[config.mk]
export PLATFORM = sky130hd
export DESIGN_NAME = reg_file_flat
export DESIGN_NICKNAME = d
export VERILOG_FILES = /design/src/rtl/reg_file_pkg.sv /design/src/rtl/reg_file_if.sv /design/src/rtl/reg_file_flag_reg.sv /design/src/rtl/reg_file.sv /design/src/flat_wrapper.sv
export SDC_FILE = /design/constraint.sdc
export NUM_CORES = 2
export LEC_CHECK = 0
export ABC_CLOCK_PERIOD_IN_PS = 8400
export BUFFER_PORTS_ARGS = -buffer_cell sky130_fd_sc_hd__buf_2
export CAP_MARGIN = 20
export CORE_AREA = 2 2 467 469
export CTS_CLUSTER_SIZE = 24
export DETAILED_ROUTE_END_ITERATION = 12
export DIE_AREA = 0 0 469 471
export PLACE_DENSITY = 0.72
export SYNTH_ARGS = -nofsm -noshare
export SYNTH_HDL_FRONTEND = slang
export SYNTH_SLANG_ARGS = --single-unit
export TNS_END_PERCENT = 10
[constraint.sdc]
create_clock -name clk -period 8.4 [get_ports clk]
set_clock_uncertainty 0.15 [all_clocks]
set_input_delay 0.42 -clock clk [delete_from_list [all_inputs] [get_ports clk]]
set_output_delay 0.42 -clock clk [all_outputs]
set_load 0.01 [all_outputs]
[src/rtl/reg_file_pkg.sv]
// Shared parameters, FSM encoding and constants for the ALU-side register file.
// Also imported by anything that needs to agree on register width or the zero register.
package reg_file_pkg;

   localparam int DATA_W   = 64;
   localparam int NUM_REGS = 32;
   localparam int ADDR_W   = $clog2(NUM_REGS);

   localparam logic [ADDR_W-1:0] REG_ZERO = '0;

   typedef enum logic {
      CLEAR = 1'b0,
      RUN   = 1'b1
   } state_t;

endpackage

[src/rtl/reg_file_if.sv]
// Read/write/flag bundle between the issue logic (master) and the register file (slave).
interface reg_file_if;
   import reg_file_pkg::*;

   logic [ADDR_W-1:0] rs1_addr;
   logic [ADDR_W-1:0] rs2_addr;
   logic [DATA_W-1:0] a_out;
   logic [DATA_W-1:0] b_out;
   logic              wr_en;
   logic [ADDR_W-1:0] wr_addr;
   logic [DATA_W-1:0] wr_data;
   logic              flag_en;
   logic              z_in;
   logic              o_in;
   logic              z_flag;
   logic              o_flag;
   logic              ready;

   modport master (
      output rs1_addr, rs2_addr, wr_en, wr_addr, wr_data, flag_en, z_in, o_in,
      input  a_out, b_out, z_flag, o_flag, ready
   );

   modport slave (
      input  rs1_addr, rs2_addr, wr_en, wr_addr, wr_data, flag_en, z_in, o_in,
      output a_out, b_out, z_flag, o_flag, ready
   );

endinterface

[src/rtl/reg_file_flag_reg.sv]
// Two-bit loadable flag register with synchronous reset; shared with the branch unit.
module flag_reg (
   input  logic       clk,
   input  logic       rst,
   input  logic       load,
   input  logic [1:0] d,
   output logic [1:0] q
);

   logic [1:0] flags_reg;

   always_ff @(posedge clk) begin
      if (rst)
         flags_reg <= 2'b00;
      else if (load)
         flags_reg <= d;
   end

   assign q = flags_reg;

endmodule

[src/rtl/reg_file.sv]
// Two-read/one-write register file with write-through bypass and ALU flag register.
// Storage is cleared by a post-reset sweep so the array needs no wide reset.
module reg_file
   import reg_file_pkg::*;
(
   input  logic       clk,
   input  logic       rst,
   reg_file_if.slave  bus
);

   state_t            state_reg, state_next;
   logic [ADDR_W-1:0] clr_idx_reg, clr_idx_next;

   logic [DATA_W-1:0] mem [NUM_REGS];
   logic              mem_we;
   logic [ADDR_W-1:0] mem_waddr;
   logic [DATA_W-1:0] mem_wdata;

   logic              run;
   logic [1:0]        flags_q;

   assign run = (state_reg == RUN);

   always_ff @(posedge clk) begin
      if (rst) begin
         state_reg   <= CLEAR;
         clr_idx_reg <= '0;
      end else begin
         state_reg   <= state_next;
         clr_idx_reg <= clr_idx_next;
      end
   end

   // The sweep and the architectural write share the single memory write port.
   always_comb begin
      state_next   = state_reg;
      clr_idx_next = clr_idx_reg;
      mem_we       = 1'b0;
      mem_waddr    = bus.wr_addr;
      mem_wdata    = bus.wr_data;
      case (state_reg)
         CLEAR: begin
            mem_we       = 1'b1;
            mem_waddr    = clr_idx_reg;
            mem_wdata    = '0;
            clr_idx_next = clr_idx_reg + ADDR_W'(1);
            if (clr_idx_reg == ADDR_W'(NUM_REGS - 1))
               state_next = RUN;
         end
         RUN: begin
            mem_we = bus.wr_en && (bus.wr_addr != REG_ZERO);
         end
         default: state_next = CLEAR;
      endcase
   end

   always_ff @(posedge clk) begin
      if (mem_we && !rst)
         mem[mem_waddr] <= mem_wdata;
   end

   logic [ADDR_W-1:0] rd_addr [2];
   logic [DATA_W-1:0] rd_data [2];

   assign rd_addr[0] = bus.rs1_addr;
   assign rd_addr[1] = bus.rs2_addr;

   genvar gi;
   generate
      for (gi = 0; gi < 2; gi++) begin : g_rd
         logic [DATA_W-1:0] rd_val;
         always_comb begin
            rd_val = '0;
            if (run && rd_addr[gi] != REG_ZERO) begin
               if (bus.wr_en && bus.wr_addr == rd_addr[gi])
                  rd_val = bus.wr_data;
               else
                  rd_val = mem[rd_addr[gi]];
            end
         end
         assign rd_data[gi] = rd_val;
      end
   endgenerate

   assign bus.a_out = rd_data[0];
   assign bus.b_out = rd_data[1];
   assign bus.ready = run;

   flag_reg u_flag_reg (
      .clk  (clk),
      .rst  (rst),
      .load (run && bus.flag_en),
      .d    ({bus.z_in, bus.o_in}),
      .q    (flags_q)
   );

   assign bus.z_flag = flags_q[1];
   assign bus.o_flag = flags_q[0];

endmodule

[src/flat_wrapper.sv]
// flat-port wrapper written by rule: the top's interface ports become plain ports
module reg_file_flat import reg_file_pkg::*;
  (clk, rst, bus_rs1_addr, bus_rs2_addr, bus_wr_en, bus_wr_addr, bus_wr_data, bus_flag_en, bus_z_in, bus_o_in, bus_a_out, bus_b_out, bus_z_flag, bus_o_flag, bus_ready);
  reg_file_if bus_i ();
  input  logic clk;
  input  logic rst;
  input wire logic [$bits(bus_i.rs1_addr)-1:0] bus_rs1_addr;
  input wire logic [$bits(bus_i.rs2_addr)-1:0] bus_rs2_addr;
  input wire logic [$bits(bus_i.wr_en)-1:0] bus_wr_en;
  input wire logic [$bits(bus_i.wr_addr)-1:0] bus_wr_addr;
  input wire logic [$bits(bus_i.wr_data)-1:0] bus_wr_data;
  input wire logic [$bits(bus_i.flag_en)-1:0] bus_flag_en;
  input wire logic [$bits(bus_i.z_in)-1:0] bus_z_in;
  input wire logic [$bits(bus_i.o_in)-1:0] bus_o_in;
  output wire logic [$bits(bus_i.a_out)-1:0] bus_a_out;
  output wire logic [$bits(bus_i.b_out)-1:0] bus_b_out;
  output wire logic [$bits(bus_i.z_flag)-1:0] bus_z_flag;
  output wire logic [$bits(bus_i.o_flag)-1:0] bus_o_flag;
  output wire logic [$bits(bus_i.ready)-1:0] bus_ready;
  assign bus_i.rs1_addr = bus_rs1_addr;
  assign bus_i.rs2_addr = bus_rs2_addr;
  assign bus_i.wr_en = bus_wr_en;
  assign bus_i.wr_addr = bus_wr_addr;
  assign bus_i.wr_data = bus_wr_data;
  assign bus_i.flag_en = bus_flag_en;
  assign bus_i.z_in = bus_z_in;
  assign bus_i.o_in = bus_o_in;
  assign bus_a_out = bus_i.a_out;
  assign bus_b_out = bus_i.b_out;
  assign bus_z_flag = bus_i.z_flag;
  assign bus_o_flag = bus_i.o_flag;
  assign bus_ready = bus_i.ready;
  reg_file u_core (.clk(clk), .rst(rst), .bus(bus_i));
endmodule
==> report_table.html <==
<table>
<tr><th>Metric</th><th>Value</th></tr>
<tr><th colspan="2">Routing</th></tr>
<tr><td>Iteration-0 DRC Markers</td><td>9531</td></tr>
<tr><td>Drt first pass iters</td><td>8</td></tr>
<tr><td>Routed wire length</td><td>304000 um</td></tr>
<tr><td>Via count normalized by instance count</td><td>7.02</td></tr>
<tr><td>Antenna violation net count after detailed routing</td><td>0</td></tr>
<tr><td>Wirelength per Cell</td><td>37.0 um</td></tr>
<tr><td>Via count</td><td>57500</td></tr>
<tr><td>Remaining DRCs</td><td>0</td></tr>
<tr><th colspan="2">Pwr</th></tr>
<tr><td>Peak supply drop</td><td>195 uV</td></tr>
<tr><td>Total power per unit cell area</td><td>204 nW/um2</td></tr>
<tr><td>Static power due to leakage</td><td>33.3 nW</td></tr>
<tr><td>Overall power of the completed layout</td><td>0.0220 W</td></tr>
<tr><th colspan="2">Setup path</th></tr>
<tr><td>Category of the worst setup path capture point</td><td>output port</td></tr>
<tr><td>Slack of the worst reg-to-reg path</td><td>3.50 ns</td></tr>
<tr><td>Destination of the worst register-to-register timing path</td><td>u_core.mem[22][27]</td></tr>
<tr><td>Worst-case reg-to-reg path depth</td><td>7</td></tr>
<tr><td>Most used cell, CP</td><td>buf_4</td></tr>
<tr><td>Crit path launch type</td><td>register</td></tr>
<tr><td>Maximum net fanout on the critical path</td><td>44</td></tr>
<tr><td>Slowest stage delay, CP</td><td>0.92 ns</td></tr>
<tr><td>Worst Path Arrival</td><td>5.27 ns</td></tr>
<tr><td>Required time reported for the critical path endpoint</td><td>7.83 ns</td></tr>
<tr><td>Setup CP Type</td><td>reg2out</td></tr>
<tr><td>Critical-path top delay cell</td><td>o31ai_1</td></tr>
<tr><td>Cell breakdown of the critical path</td><td>buf_4 &gt; o31ai_2 &gt; buf_4 &gt; nand2b_4 &gt; buf_4 &gt; o31ai_1 &gt; buf_2</td></tr>
<tr><td>R2r startpoint</td><td>u_core.bus.ready</td></tr>
<tr><td>Bufs and invs on worst path</td><td>4</td></tr>
<tr><td>Largest delay share family, worst path</td><td>buffers and inverters</td></tr>
<tr><th colspan="2">Synth</th></tr>
<tr><td>Portion of the post-synthesis area used by sequential elements</td><td>0.638</td></tr>
<tr><td>Mean area per synthesized cell</td><td>19.2 um2</td></tr>
<tr><td>Number of warnings reported in the yosys synthesis log</td><td>0</td></tr>
<tr><td>Post-synth EDFFs</td><td>2048</td></tr>
<tr><td>Distinct cell type count of the synthesized netlist</td><td>55</td></tr>
<tr><td>Netlist Area Pre-Place</td><td>96600 um2</td></tr>
<tr><td>Synth top area share</td><td>0.637</td></tr>
<tr><td>Post-synthesis net count</td><td>5108</td></tr>
<tr><td>Top flip-flop cell by instance count after synthesis</td><td>edfxtp_1</td></tr>
<tr><td>Cells after Synth</td><td>5021</td></tr>
<tr><td>Synth Register Bits</td><td>2056</td></tr>
<tr><td>Top area cells in the synthesized netlist</td><td>edfxtp_1 (64%), mux4_2 (22%), mux2i_1 (3.3%)</td></tr>
<tr><td>Share of synthesized flip-flops with an asynchronous set or reset</td><td>0</td></tr>
<tr><td>Synth area leader</td><td>edfxtp_1</td></tr>
<tr><th colspan="2">Clock network</th></tr>
<tr><td>Clock transition at the registers of the reported paths</td><td>0.06 ns</td></tr>
<tr><td>TritonCTS clock tree</td><td>built</td></tr>
<tr><td>Number of buffers created by CTS</td><td>206</td></tr>
<tr><td>Clock tree sinks</td><td>2056</td></tr>
<tr><td>Post-CTS setup buffer count</td><td>0</td></tr>
<tr><td>Clock latency reported for the late side of the worst-skew pair</td><td>0.86 ns</td></tr>
<tr><td>Clk root buf</td><td>clkbuf_16</td></tr>
<tr><td>Number of gates given a new drive strength after cts</td><td>0</td></tr>
<tr><td>H-tree depth</td><td>4</td></tr>
<tr><td>Maximum root-to-sink buffer count</td><td>3</td></tr>
<tr><th colspan="2">Floorplanning</th></tr>
<tr><td>Die Width</td><td>469 um</td></tr>
<tr><td>Initial core utilization</td><td>0.447</td></tr>
<tr><td>Area of the core</td><td>216000 um2</td></tr>
<tr><td>I/O pin count</td><td>216</td></tr>
<tr><td>DIE AREA</td><td>221000 um2</td></tr>
<tr><td>Row count</td><td>171</td></tr>
<tr><td>Height of the die</td><td>471 um</td></tr>
<tr><th colspan="2">GRT</th></tr>
<tr><td>Congestion Overflow GR</td><td>0</td></tr>
<tr><td>Wire length of the first global-routing pass</td><td>425000 um</td></tr>
<tr><td>Via count of the first global-routing pass</td><td>57500</td></tr>
<tr><td>Maximum number of pins on one net before global-route repair</td><td>149</td></tr>
<tr><td>GR Util All Layers</td><td>0.271</td></tr>
<tr><td>Number of antenna violations at the first check in global routing</td><td>20</td></tr>
<tr><th colspan="2">STA</th></tr>
<tr><td>Final worst path period need</td><td>5.84 ns</td></tr>
<tr><td>Unrepaired setup endpoints after global routing</td><td>false</td></tr>
<tr><td>Max Slew Vio Count</td><td>0</td></tr>
<tr><td>Number of setup violations in the final report</td><td>0</td></tr>
<tr><td>TNS Setup</td><td>0 ns</td></tr>
<tr><td>Post-route clock period utilization</td><td>0.695</td></tr>
<tr><td>Headroom to the max-slew limit</td><td>0.181</td></tr>
<tr><td>Minimum setup slack in the final design</td><td>2.56 ns</td></tr>
<tr><td>Count of final hold-check violations</td><td>0</td></tr>
<tr><td>Fmax</td><td>0.171 GHz</td></tr>
<tr><td>Worst Tran Pin Value</td><td>1.23 ns</td></tr>
<tr><th colspan="2">Cells and area</th></tr>
<tr><td>Area growth syn-to-layout</td><td>11.5%</td></tr>
<tr><td>Non-filler instance count after layout</td><td>8201</td></tr>
<tr><td>Final instance area</td><td>108000 um2</td></tr>
<tr><td>Commonest cells after routing, fill and taps aside</td><td>edfxtp_1 (2048), mux4_2 (923), mux2i_1 (317)</td></tr>
<tr><td>Flip-flop count of the largest register, all copies and words added</td><td>2048</td></tr>
<tr><td>Layout net count</td><td>5252</td></tr>
<tr><td>Most frequent standard cell in the layout excluding fill and tap cells</td><td>edfxtp_1</td></tr>
<tr><td>Share of final-layout standard cells stronger than drive strength 1</td><td>0.332</td></tr>
<tr><th colspan="2">Placed design</th></tr>
<tr><td>Input/output buffers</td><td>215</td></tr>
<tr><td>Total placed instance area</td><td>101000 um2</td></tr>
<tr><td>Post-Place Setup Slack</td><td>3.42 ns</td></tr>
<tr><td>Final weighted congestion in routability-driven placement</td><td>0.818</td></tr>
<tr><td>Placed cell count</td><td>7804</td></tr>
<tr><td>Detailed-placement wirelength estimate</td><td>154000 um</td></tr>
<tr><th colspan="2">Min path</th></tr>
<tr><td>Worst hold path type</td><td>in2reg</td></tr>
<tr><td>Worst Min Path Start</td><td>bus_wr_data[22]</td></tr>
<tr><td>Min-Delay Endpoint</td><td>u_core.mem[6][22]</td></tr>
<tr><td>Cells on Worst Hold Path</td><td>2</td></tr>
<tr><th colspan="2">Outcome</th></tr>
<tr><td>Status</td><td>completed</td></tr>
<tr><th colspan="2">Flow run</th></tr>
<tr><td>Reported max-cap violation count</td><td>0</td></tr>
</table>
logic make-up after synthesis:
logic type / after synthesis / share of synthesized area
AO/OA/AOI/OAI: 718 / 0.0518
XOR/XNOR: 12 / 0.00109
adder cells (fa/ha/maj): 2 / 0.000259
buffers and inverters: 421 / 0.0203
flip-flops: 2056 / 0.638
multiplexers: 1403 / 0.267
AND/OR/NAND/NOR: 409 / 0.0213
per-layer routing:
layer,GRT usage,part of all wire
met2,0.436,0.48
met3,0.0561,0.12
met5,0,0.00010
met4,0.121,0.048
met1,0.357,0.35
how the worst max path moves through the flow:
stage                     start           endpoint  slack [ns]  depth (start not counted)
2_1_floorplan  u_core.bus.ready  u_core.mem[26][0]        3.63                          6
3_3_place_gp    bus_rs1_addr[0]      bus_a_out[58]        3.41                          8
3_5_place_dp    bus_rs1_addr[0]      bus_a_out[61]        3.42                          8
4_1_cts        u_core.bus.ready      bus_a_out[55]        2.70                          6
5_1_grt        u_core.bus.ready      bus_b_out[38]        2.67                          7
6_report       u_core.bus.ready      bus_b_out[38]        2.56                          7
repair_timing:
item,in CTS,in global routing
hold endpoints to repair,8,0
hold buffers,7,0
endpoints found under the setup margin,0,0
cells in the mapped netlist (8+ instances only):
cell type / count
edfxtp_1: 2048
mux4_2: 923
mux2i_1: 317
clkbuf_1: 217
o22ai_1: 186
mux2_2: 163
o21ai_0: 129
nor2_1: 111
buf_2: 110
a211o_1: 82
nor2b_1: 70
and2_1: 65
a211oi_1: 63
nor3_1: 63
o2bb2ai_1: 63
nand2_1: 62
a21oi_1: 60
o31ai_1: 44
buf_4: 39
buf_1: 37
o221ai_1: 29
a32o_1: 18
nand2b_1: 14
buf_6: 13
a221o_1: 12
nand3_1: 10
a221oi_1: 9
dfxtp_1: 8
o21bai_1: 8
area by class of cell:
type                            count  area [um2]
Clock buffer                      257        5410
Tap cell                         2854        3570
Fill cell                       17200      108000
Inverter                            5        28.8
Timing Repair Buffer              352        2410
Antenna cell                       11        27.5
Clock inverter                    122        1280
Multi-Input combinational cell   2544       33300
Sequential cell                  2056       61700
metrics by stage:
step,utilization,hold slack [ns]
floorplan,-,0.331
global placement,0.467,0.290
detailed placement,0.467,0.309
CTS,0.498,0.229
global route,0.498,0.317
finish,0.498,0.313
report_power, final:
part	switching, W	internal (W)	leakage (nW)
combinational	0.000853	0.000663	12.1
clock	0.00403	0.00520	3.23
sequential	0.0000292	0.0112	17.9
(Power assumes the default switching activity.)
